==> src/rtl/register_shift_piso_tx_if.sv <==
// ---------------------------------------------------------------------------
// register_shift_piso_tx_if
//
// This interface bundles the load handshake and the serial link of the
// parallel-in serial-out transmitter.
//
// Modports:
//   master : the word source and serial receiver side, which is the testbench
//            or the surrounding logic.
//            It drives load_valid, parallel_in and serial_ready.
//   slave  : the transmitter itself.
//            It drives load_ready, serial_out, serial_valid, frame_start,
//            frame_end and busy.
//
// Signals:
//   load_valid   : the source presents parallel_in.
//   load_ready   : the transmitter accepts a word this cycle (combinational).
//   parallel_in  : the WIDTH-bit word to serialize.
//   serial_out   : the current serial bit (registered).
//   serial_valid : serial_out carries a frame bit (registered).
//   serial_ready : the receiver consumes the current bit at this edge.
//   frame_start  : high while the first bit of a frame is shown (registered).
//   frame_end    : high while the last bit of a frame is shown (registered).
//   busy         : the transmitter is in the middle of a frame.
// ---------------------------------------------------------------------------
interface register_shift_piso_tx_if #(
  parameter int WIDTH = 4
);

  logic             load_valid;
  logic             load_ready;
  logic [WIDTH-1:0] parallel_in;
  logic             serial_out;
  logic             serial_valid;
  logic             serial_ready;
  logic             frame_start;
  logic             frame_end;
  logic             busy;

  modport master (
    output load_valid,
    output parallel_in,
    output serial_ready,
    input  load_ready,
    input  serial_out,
    input  serial_valid,
    input  frame_start,
    input  frame_end,
    input  busy
  );

  modport slave (
    input  load_valid,
    input  parallel_in,
    input  serial_ready,
    output load_ready,
    output serial_out,
    output serial_valid,
    output frame_start,
    output frame_end,
    output busy
  );

endinterface

==> src/rtl/register_shift_piso_tx.sv <==
// ---------------------------------------------------------------------------
// register_shift_piso_tx
//
// This is a parallel-in serial-out transmitter for the 4-bit register family.
// It works in three steps:
//   1. It accepts a word over a valid/ready load handshake.
//   2. It shifts the word out one bit per accepted serial beat.
//   3. It marks the first and last bit of each frame with frame_start and
//      frame_end.
//
// A load may be accepted on the last beat of a frame. In that case the next
// frame follows with no idle cycle between the two frames.
//
// Parameters:
//   WIDTH     : word width in bits. It must be at least 2.
//   MSB_FIRST : 1 sends bit WIDTH-1 first. 0 sends bit 0 first.
//
// Ports:
//   clk     : rising-edge clock.
//   clear_n : asynchronous active-low reset.
//   tx      : load handshake and serial link (slave modport of
//             register_shift_piso_tx_if).
// ---------------------------------------------------------------------------
module register_shift_piso_tx #(
  parameter int WIDTH     = 4,
  parameter bit MSB_FIRST = 1'b1
) (
  input logic                    clk,
  input logic                    clear_n,
  register_shift_piso_tx_if.slave tx
);

  localparam int               CNT_W    = $clog2(WIDTH);
  localparam logic [CNT_W-1:0] CNT_LAST = CNT_W'(WIDTH - 1);

  typedef enum logic {
    IDLE  = 1'b0,
    SHIFT = 1'b1
  } state_e;

  state_e           state_q, state_d;
  logic [WIDTH-1:0] shreg_q, shreg_d;
  logic [CNT_W-1:0] cnt_q, cnt_d;
  logic             out_q, out_d;
  logic             valid_q, valid_d;
  logic             start_q, start_d;
  logic             end_q, end_d;

  logic             loadReady;
  logic             loadAccept;
  logic             beat;
  logic             firstBit;
  logic             nextBit;
  logic [WIDTH-1:0] shifted;

  // The transmitter can take a new word in IDLE. It can also take one on the
  // last beat of a frame, which keeps back-to-back frames gapless.
  assign loadReady  = (state_q == IDLE) ||
                      ((state_q == SHIFT) && end_q && tx.serial_ready);
  assign loadAccept = tx.load_valid && loadReady;
  assign beat       = (state_q == SHIFT) && valid_q && tx.serial_ready;

  // The output end of the shift register depends on the shift direction.
  // nextBit is the bit that moves into the output position on a beat.
  assign firstBit = MSB_FIRST ? tx.parallel_in[WIDTH-1] : tx.parallel_in[0];
  assign nextBit  = MSB_FIRST ? shreg_q[WIDTH-2] : shreg_q[1];
  assign shifted  = MSB_FIRST ? (shreg_q << 1) : (shreg_q >> 1);

  // This is the state register. Reset aborts any frame in progress.
  always_ff @(posedge clk or negedge clear_n) begin
    if (!clear_n) begin
      state_q <= IDLE;
      shreg_q <= '0;
      cnt_q   <= '0;
      out_q   <= 1'b0;
      valid_q <= 1'b0;
      start_q <= 1'b0;
      end_q   <= 1'b0;
    end else begin
      state_q <= state_d;
      shreg_q <= shreg_d;
      cnt_q   <= cnt_d;
      out_q   <= out_d;
      valid_q <= valid_d;
      start_q <= start_d;
      end_q   <= end_d;
    end
  end

  // This block computes the next state. Every register holds unless a load
  // or a beat happens, so a stalled beat repeats identical outputs.
  always_comb begin
    state_d = state_q;
    shreg_d = shreg_q;
    cnt_d   = cnt_q;
    out_d   = out_q;
    valid_d = valid_q;
    start_d = start_q;
    end_d   = end_q;

    unique case (state_q)
      IDLE: begin
        if (loadAccept) begin
          state_d = SHIFT;
          shreg_d = tx.parallel_in;
          cnt_d   = CNT_LAST;
          out_d   = firstBit;
          valid_d = 1'b1;
          start_d = 1'b1;
          end_d   = 1'b0;
        end
      end

      SHIFT: begin
        if (beat) begin
          if (cnt_q == '0) begin
            if (loadAccept) begin
              shreg_d = tx.parallel_in;
              cnt_d   = CNT_LAST;
              out_d   = firstBit;
              valid_d = 1'b1;
              start_d = 1'b1;
              end_d   = 1'b0;
            end else begin
              state_d = IDLE;
              shreg_d = '0;
              out_d   = 1'b0;
              valid_d = 1'b0;
              start_d = 1'b0;
              end_d   = 1'b0;
            end
          end else begin
            shreg_d = shifted;
            cnt_d   = cnt_q - 1'b1;
            out_d   = nextBit;
            start_d = 1'b0;
            end_d   = (cnt_q == CNT_W'(1));
          end
        end
      end

      default: begin
        state_d = IDLE;
      end
    endcase
  end

  assign tx.load_ready   = loadReady;
  assign tx.serial_out   = out_q;
  assign tx.serial_valid = valid_q;
  assign tx.frame_start  = start_q;
  assign tx.frame_end    = end_q;
  assign tx.busy         = (state_q == SHIFT);

endmodule

==> src/flat_wrapper.sv <==
// flat-port wrapper written by rule: the top's interface ports become plain ports
module register_shift_piso_tx_flat 
#(
  parameter int WIDTH     = 4,
  parameter bit MSB_FIRST = 1'b1
)
  (clk, clear_n, tx_load_valid, tx_parallel_in, tx_serial_ready, tx_load_ready, tx_serial_out, tx_serial_valid, tx_frame_start, tx_frame_end, tx_busy);
  register_shift_piso_tx_if #(.WIDTH(WIDTH)) tx_i ();
  input logic clk;
  input logic clear_n;
  input wire logic [$bits(tx_i.load_valid)-1:0] tx_load_valid;
  input wire logic [$bits(tx_i.parallel_in)-1:0] tx_parallel_in;
  input wire logic [$bits(tx_i.serial_ready)-1:0] tx_serial_ready;
  output wire logic [$bits(tx_i.load_ready)-1:0] tx_load_ready;
  output wire logic [$bits(tx_i.serial_out)-1:0] tx_serial_out;
  output wire logic [$bits(tx_i.serial_valid)-1:0] tx_serial_valid;
  output wire logic [$bits(tx_i.frame_start)-1:0] tx_frame_start;
  output wire logic [$bits(tx_i.frame_end)-1:0] tx_frame_end;
  output wire logic [$bits(tx_i.busy)-1:0] tx_busy;
  assign tx_i.load_valid = tx_load_valid;
  assign tx_i.parallel_in = tx_parallel_in;
  assign tx_i.serial_ready = tx_serial_ready;
  assign tx_load_ready = tx_i.load_ready;
  assign tx_serial_out = tx_i.serial_out;
  assign tx_serial_valid = tx_i.serial_valid;
  assign tx_frame_start = tx_i.frame_start;
  assign tx_frame_end = tx_i.frame_end;
  assign tx_busy = tx_i.busy;
  register_shift_piso_tx #(.WIDTH(WIDTH), .MSB_FIRST(MSB_FIRST)) u_core (.clk(clk), .clear_n(clear_n), .tx(tx_i));
endmodule
==> config.mk <==
export PLATFORM = sky130hd
export DESIGN_NAME = register_shift_piso_tx_flat
export DESIGN_NICKNAME = d
export VERILOG_FILES = /design/src/rtl/register_shift_piso_tx_if.sv /design/src/rtl/register_shift_piso_tx.sv /design/src/flat_wrapper.sv
export SDC_FILE = /design/constraint.sdc
export NUM_CORES = 1
export LEC_CHECK = 0
export BUFFER_PORTS_ARGS = -buffer_cell sky130_fd_sc_hd__buf_2
export CAP_MARGIN = 20
export CORE_AREA = 2 2 39 41
export DETAILED_ROUTE_END_ITERATION = 8
export DIE_AREA = 0 0 41 43
export PLACE_DENSITY = 0.7
export SLEW_MARGIN = 20
export SYNTH_ARGS = -nofsm -noshare
export SYNTH_HDL_FRONTEND = slang
export SYNTH_SLANG_ARGS = --single-unit
==> constraint.sdc <==
create_clock -name clk -period 1.1 [get_ports clk]
set_input_delay 0.33 -clock clk [delete_from_list [all_inputs] [get_ports clk]]
set_output_delay 0.33 -clock clk [all_outputs]
set_load 0.01 [all_outputs]
---- Word-level counts from Yosys, hierarchy flattened ----
Index checks and enable logic that the tools add are counted.
cells by class
  add/subtract/negate cells ............... 1
  equality and inequality tests ........... 4
  multiplexer cells ....................... 29
  bitwise logic cells ..................... 1
  reduce and logical (&&, ||, !) cells .... 9
operators by type and width
  cell                                                   number
  2-to-1 mux 1 bit                                       15
  2-to-1 mux 3 bit                                       4
  case mux 1 bit (2 select lines)                        5
  2-to-1 mux 2 bit                                       3
  case mux 3 bit (2 select lines)                        1
  logical AND 1 bit                                      5
  inequality test 2 bit, second input constant           2
  case mux 2 bit (2 select lines)                        1
  AND reduction 3 bit                                    1
  equality test 2 x 1 -> 1 bit, second input constant    1
  zero test 2 bit                                        1
  inequality test 2 x 1 -> 1 bit, second input constant  1
  AND reduction 2 bit                                    1
  subtractor 2 x 1 -> 2 bit, second input constant       1
  logical OR 1 bit                                       1
  inverter 1 bit                                         1
storage, ports and cells
  register bits after elaboration ......... 10
  bits of input ports ..................... 8
  output and inout bits ................... 6
  logic and storage cells ................. 51

---- Depth between registers and ports, before layout ----
  depth in word-level cells ............... 8
  gate-level depth with buffers ........... 4
  mapped depth without buffers ............ 3

---- Least setup slack after synthesis ----
Ideal clock, no wire load.
  path kind ............................... register to register
  start ................................... register u_core.state_q, in the netlist u_core.tx.busy
  end ..................................... register u_core.cnt_q[0]
  setup time .............................. 0.131 ns
  arrival ................................. 1.095 ns
  required time ........................... 0.969 ns
  slack ................................... -0.125 ns
  stages on the path, launching flop included .. 5
  buffers on the path ..................... 1
  period minus slack after synthesis ...... 1.225 ns
  path through ............................ dfrtp_1 buf_4 a21bo_2 a211oi_1 a211oi_1
between the ends
  cells in the longest elaborated chain, start to end .. 8
  elaborated cells between the ends (all ways) .. 12
  those cells by class .................... eq/ne (1); mux (4); bitwise (1); reduce/logical (6)
ends and longest elaborated chain
  item                                 RTL line                       text
  start: declaration                   register_shift_piso_tx.sv:41   state_e state_q, state_d;
  start signal: assignment             register_shift_piso_tx.sv:80   state_q <= state_d;
  logical AND 1 bit (2 in a row)       register_shift_piso_tx.sv:59   ((state_q == SHIFT) && end_q && tx.serial_ready);
  logical OR 1 bit (*)                 register_shift_piso_tx.sv:58   assign loadReady = (state_q == IDLE) ||
  net tx_load_ready                    flat_wrapper.sv:14             output wire logic [$bits(tx_i.load_ready)-1:0] tx_load_ready;
  logical AND 1 bit (*)                register_shift_piso_tx.sv:60   assign loadAccept = tx.load_valid && loadReady;
  2-to-1 mux 2 bit (*)                 -
  2-to-1 mux 2 bit (2 in a row)        -
  case mux 2 bit (2 select lines) (*)  register_shift_piso_tx.sv:101  unique case (state_q)
  end signal: assignment               register_shift_piso_tx.sv:82   cnt_q <= cnt_d;
  end: declaration                     register_shift_piso_tx.sv:43   logic [CNT_W-1:0] cnt_q, cnt_d;
Mark *: on every way through the listed nets, which the timed path passes. The rest lies on a longest branch. The select of a mux whose other input is x is not followed.
A chain may end at the register's enable or synchronous reset.

---- Worst setup path in the final report ----
  start ................................... register u_core.state_q, in the netlist u_core.tx.busy
  end ..................................... output port tx_load_ready
between the ends
  cells in the longest elaborated chain, start to end .. 3
  elaborated cells between the ends (all ways) .. 4
  those cells by class .................... bitwise (1); reduce/logical (3)
ends and longest elaborated chain
  item                            RTL line
  logical AND 1 bit (2 in a row)  register_shift_piso_tx.sv:59
  logical OR 1 bit (*)            register_shift_piso_tx.sv:58
  end: declaration                flat_wrapper.sv:14
Every way passes the cells marked *; elsewhere a longest branch is shown, timed or not.

==> results.json <==
{
  "status": "complete, but fails checks",
  "failed_checks": "setup timing",
  "grt_max_degree": 11,
  "ant_nets": 0,
  "grt_busiest_layer": "met2",
  "cts_made_buffers": 3,
  "antenna_found_initial": 0,
  "io_pins": 14,
  "clock_latency_ps": 270,
  "period_needed_ps": 1340,
  "final.setup.worst_slack_ps": -242,
  "syn_inst": 53,
  "place.port_buffers": 13,
  "cap_viol_max_count": 0,
  "grt_util_met3_pct": 6.28,
  "peakVddDrop_mv": 1.20,
  "syn_area_um2": 522,
  "crit_arrival_ps": 1010,
  "gr-total-overflow": 0,
  "cp_cell_sequence": "a21bo_4 > buf_6",
  "synth_ff_type": "dfrtp_1",
  "start_util_pct": 37.7,
  "synth_edf_count": 0,
  "use_met1_pct": 20.1,
  "ys_warn_count": 0,
  "r2r_cells": 5,
  "final_common_cell": "buf_4",
  "post_route_cells_drive_above_1_share_pct": 59.3,
  "swShare_pct": 37.4,
  "slew_headroom_pct": 84.1,
  "drc": 0,
  "hold_class": "in -> reg",
  "vias_per_cell": 5.39,
  "n_fill_cell": 117,
  "use_met2_pct": 33.8,
  "vias": 550,
  "grt_pass1_vias": 531,
  "avgSynthCellArea_um2": 9.84,
  "startpoint_type": "register",
  "period_share_pct": 122,
  "grt_first_pass_wirelength_um": 2260,
  "finClkSkew_ps": 1.05,
  "min_path_cells": 3,
  "place_area_um2": 682,
  "power_leakage_nw": 0.421,
  "clkSlewWorstSetupHoldPaths_ps": 70,
  "crit_required_ps": 770,
  "critPathCaptureType": "output pin",
  "finalPower_mw": 2.33,
  "ys_ff_latch": 10,
  "p_clk_share_pct": 14.7,
  "max_freq_ghz": 0.745,
  "yosysUniqueCellTypes": 24,
  "place_inst": 90,
  "rsz0062_at_grt": "yes",
  "final_cells": 102,
  "std_cell_rows": 14,
  "layout.nets": 95,
  "areaGrowthSynthToFinish_pct": 69.3,
  "dr.pass1.iters": 4,
  "place_congestion": 0.777,
  "worstSetupPathType": "reg -> out",
  "seqPwrFrac_pct": 29.5,
  "wl_per_cell_um": 14.2,
  "setup_viol": 15,
  "fin_area_um2": 883,
  "async_flop_share_pct": 100,
  "p_comb_share_pct": 55.8,
  "cp_slowest_cell": "dfrtp_1",
  "critPathMaxStageDelay_ps": 390,
  "dp_hpwl_um": 921,
  "clockBufferDepth": 2,
  "cts_root_buf": "clkbuf_4",
  "critPathBufInv": 1,
  "drtIter0Drc": 3,
  "die_x_um": 41,
  "crit_family": "flip-flops",
  "slew_viol_final": 0,
  "syn-num-nets": 61,
  "critPathMaxFanout": 3,
  "htreeDepth": 1,
  "hold_violations": 0,
  "dieHeight_um": 43,
  "cts_tree": "yes",
  "core_um2": 1380,
  "wl_um": 1450,
  "path_depth": 2,
  "yosysSeqAreaShare_pct": 48.0,
  "fin_tns_setup_ps": -1520,
  "p_int_mw": 1.46,
  "worstMarginPinSlew_ps": 237,
  "dieArea_um2": 1760,
  "final_cell_mix": "buf_4 (14), buf_2 (9), dfrtp_1 (8), inv_1 (7), buf_6 (6)",
  "clock_sinks": 10,
  "track_usage_pct": 19.5,
  "diodes": 0,
  "power.density_nw_per_um2": 2640,
  "p_sw_mw": 0.872
}
tightest hold or removal path, cell delays in order:
cell	delay [ps]
buf_2	90
inv_1	40
o21ai_1	60
layout make-up:
class	instances	area, µm²	share of cell area, %
multi-input combinational	35	320	36.3
sequential	10	253	28.6
timing repair buffer	30	228	25.8
clock buffer	4	36.3	4.11
inverter	7	26.3	2.97
tap	16	20.0	2.27
cells by family (layout without fill, tap and decap cells):
kind of cell    count (synthesis)  after routing  synth area share (%)
simple gates                   18             18                  21.1
compound gates                 17             17                  24.5
flops                          10             10                  48.0
buf+inv                         8             41                  6.48
Yosys cell counts, types with 2 or more instances:
cell type   n  share of area (%)
a211oi_1    2                2.9
a21oi_1     2                1.9
dfrtp_1    10                 48
inv_1       7                5.0
nand2_1     4                2.9
nand3_1     5                4.8
nor3_1      2                1.9
o21ai_0     4                3.8
o221ai_1    2                3.4
per-layer routing:
layer	part of all wire (%)	up-vias
met1	39	261
met3	6.7	0
met4	0	0
met2	54	26
li1	-	263
met5	0	-
through the flow:
step                      util (%)  hold WS, ps  setup WS, ps
after global placement        49.3          202          -111
after CTS                     60.8          286          -244
after global routing          63.8          316          -291
final                         63.8          291          -242
after detailed placement      49.3          204          -154
after floorplan                  -         34.4         -75.5
sequential cells by signal, indices dropped and copies added, names as in the netlist:
| name | flops |
|---|---|
| u_core.shreg_q | 3 |
| u_core.cnt_q | 2 |
| u_core.tx.busy | 1 |
| u_core.tx.frame_end | 1 |
| u_core.tx.frame_start | 1 |
| u_core.tx.serial_out | 1 |
| u_core.tx.serial_valid | 1 |
final timing paths:
path                                       from              endpoint  slack, ps
setup / recovery                 u_core.tx.busy         tx_load_ready       -240
hold / removal                tx_parallel_in[0]     u_core.shreg_q[0]        290
setup reg to reg                 u_core.tx.busy       u_core.cnt_q[1]       -190
hold reg to reg            u_core.tx.serial_out  u_core.tx.serial_out        520
max in group asynchronous               clear_n       u_core.cnt_q[0]        450
min in group asynchronous               clear_n        u_core.tx.busy        440
power groups by stage:
stage | Combinational, mW | Sequential, mW | Clock (mW)
final | 1.30 | 0.688 | 0.342
after global routing | 1.42 | 0.703 | 0.371
after CTS | 1.17 | 0.671 | 0.347
after detailed placement | 0.855 | 0.671 | 0
after global placement | 0.842 | 0.665 | 0
after floorplan | 0.502 | 0.688 | 0
what timing repair did:
| item | CTS | global route |
|---|---|---|
| pin swaps | 5 | 3 |
| setup endpoints to repair | 15 | 15 |
| endpoints found under the hold margin | 10 | 0 |
| cloned | 0 | 0 |
| resized for setup | 15 | 6 |
| hold buffers | 1 | 0 |
| setup buffers | 5 | 2 |
Power figures use the tool's default switching activity.
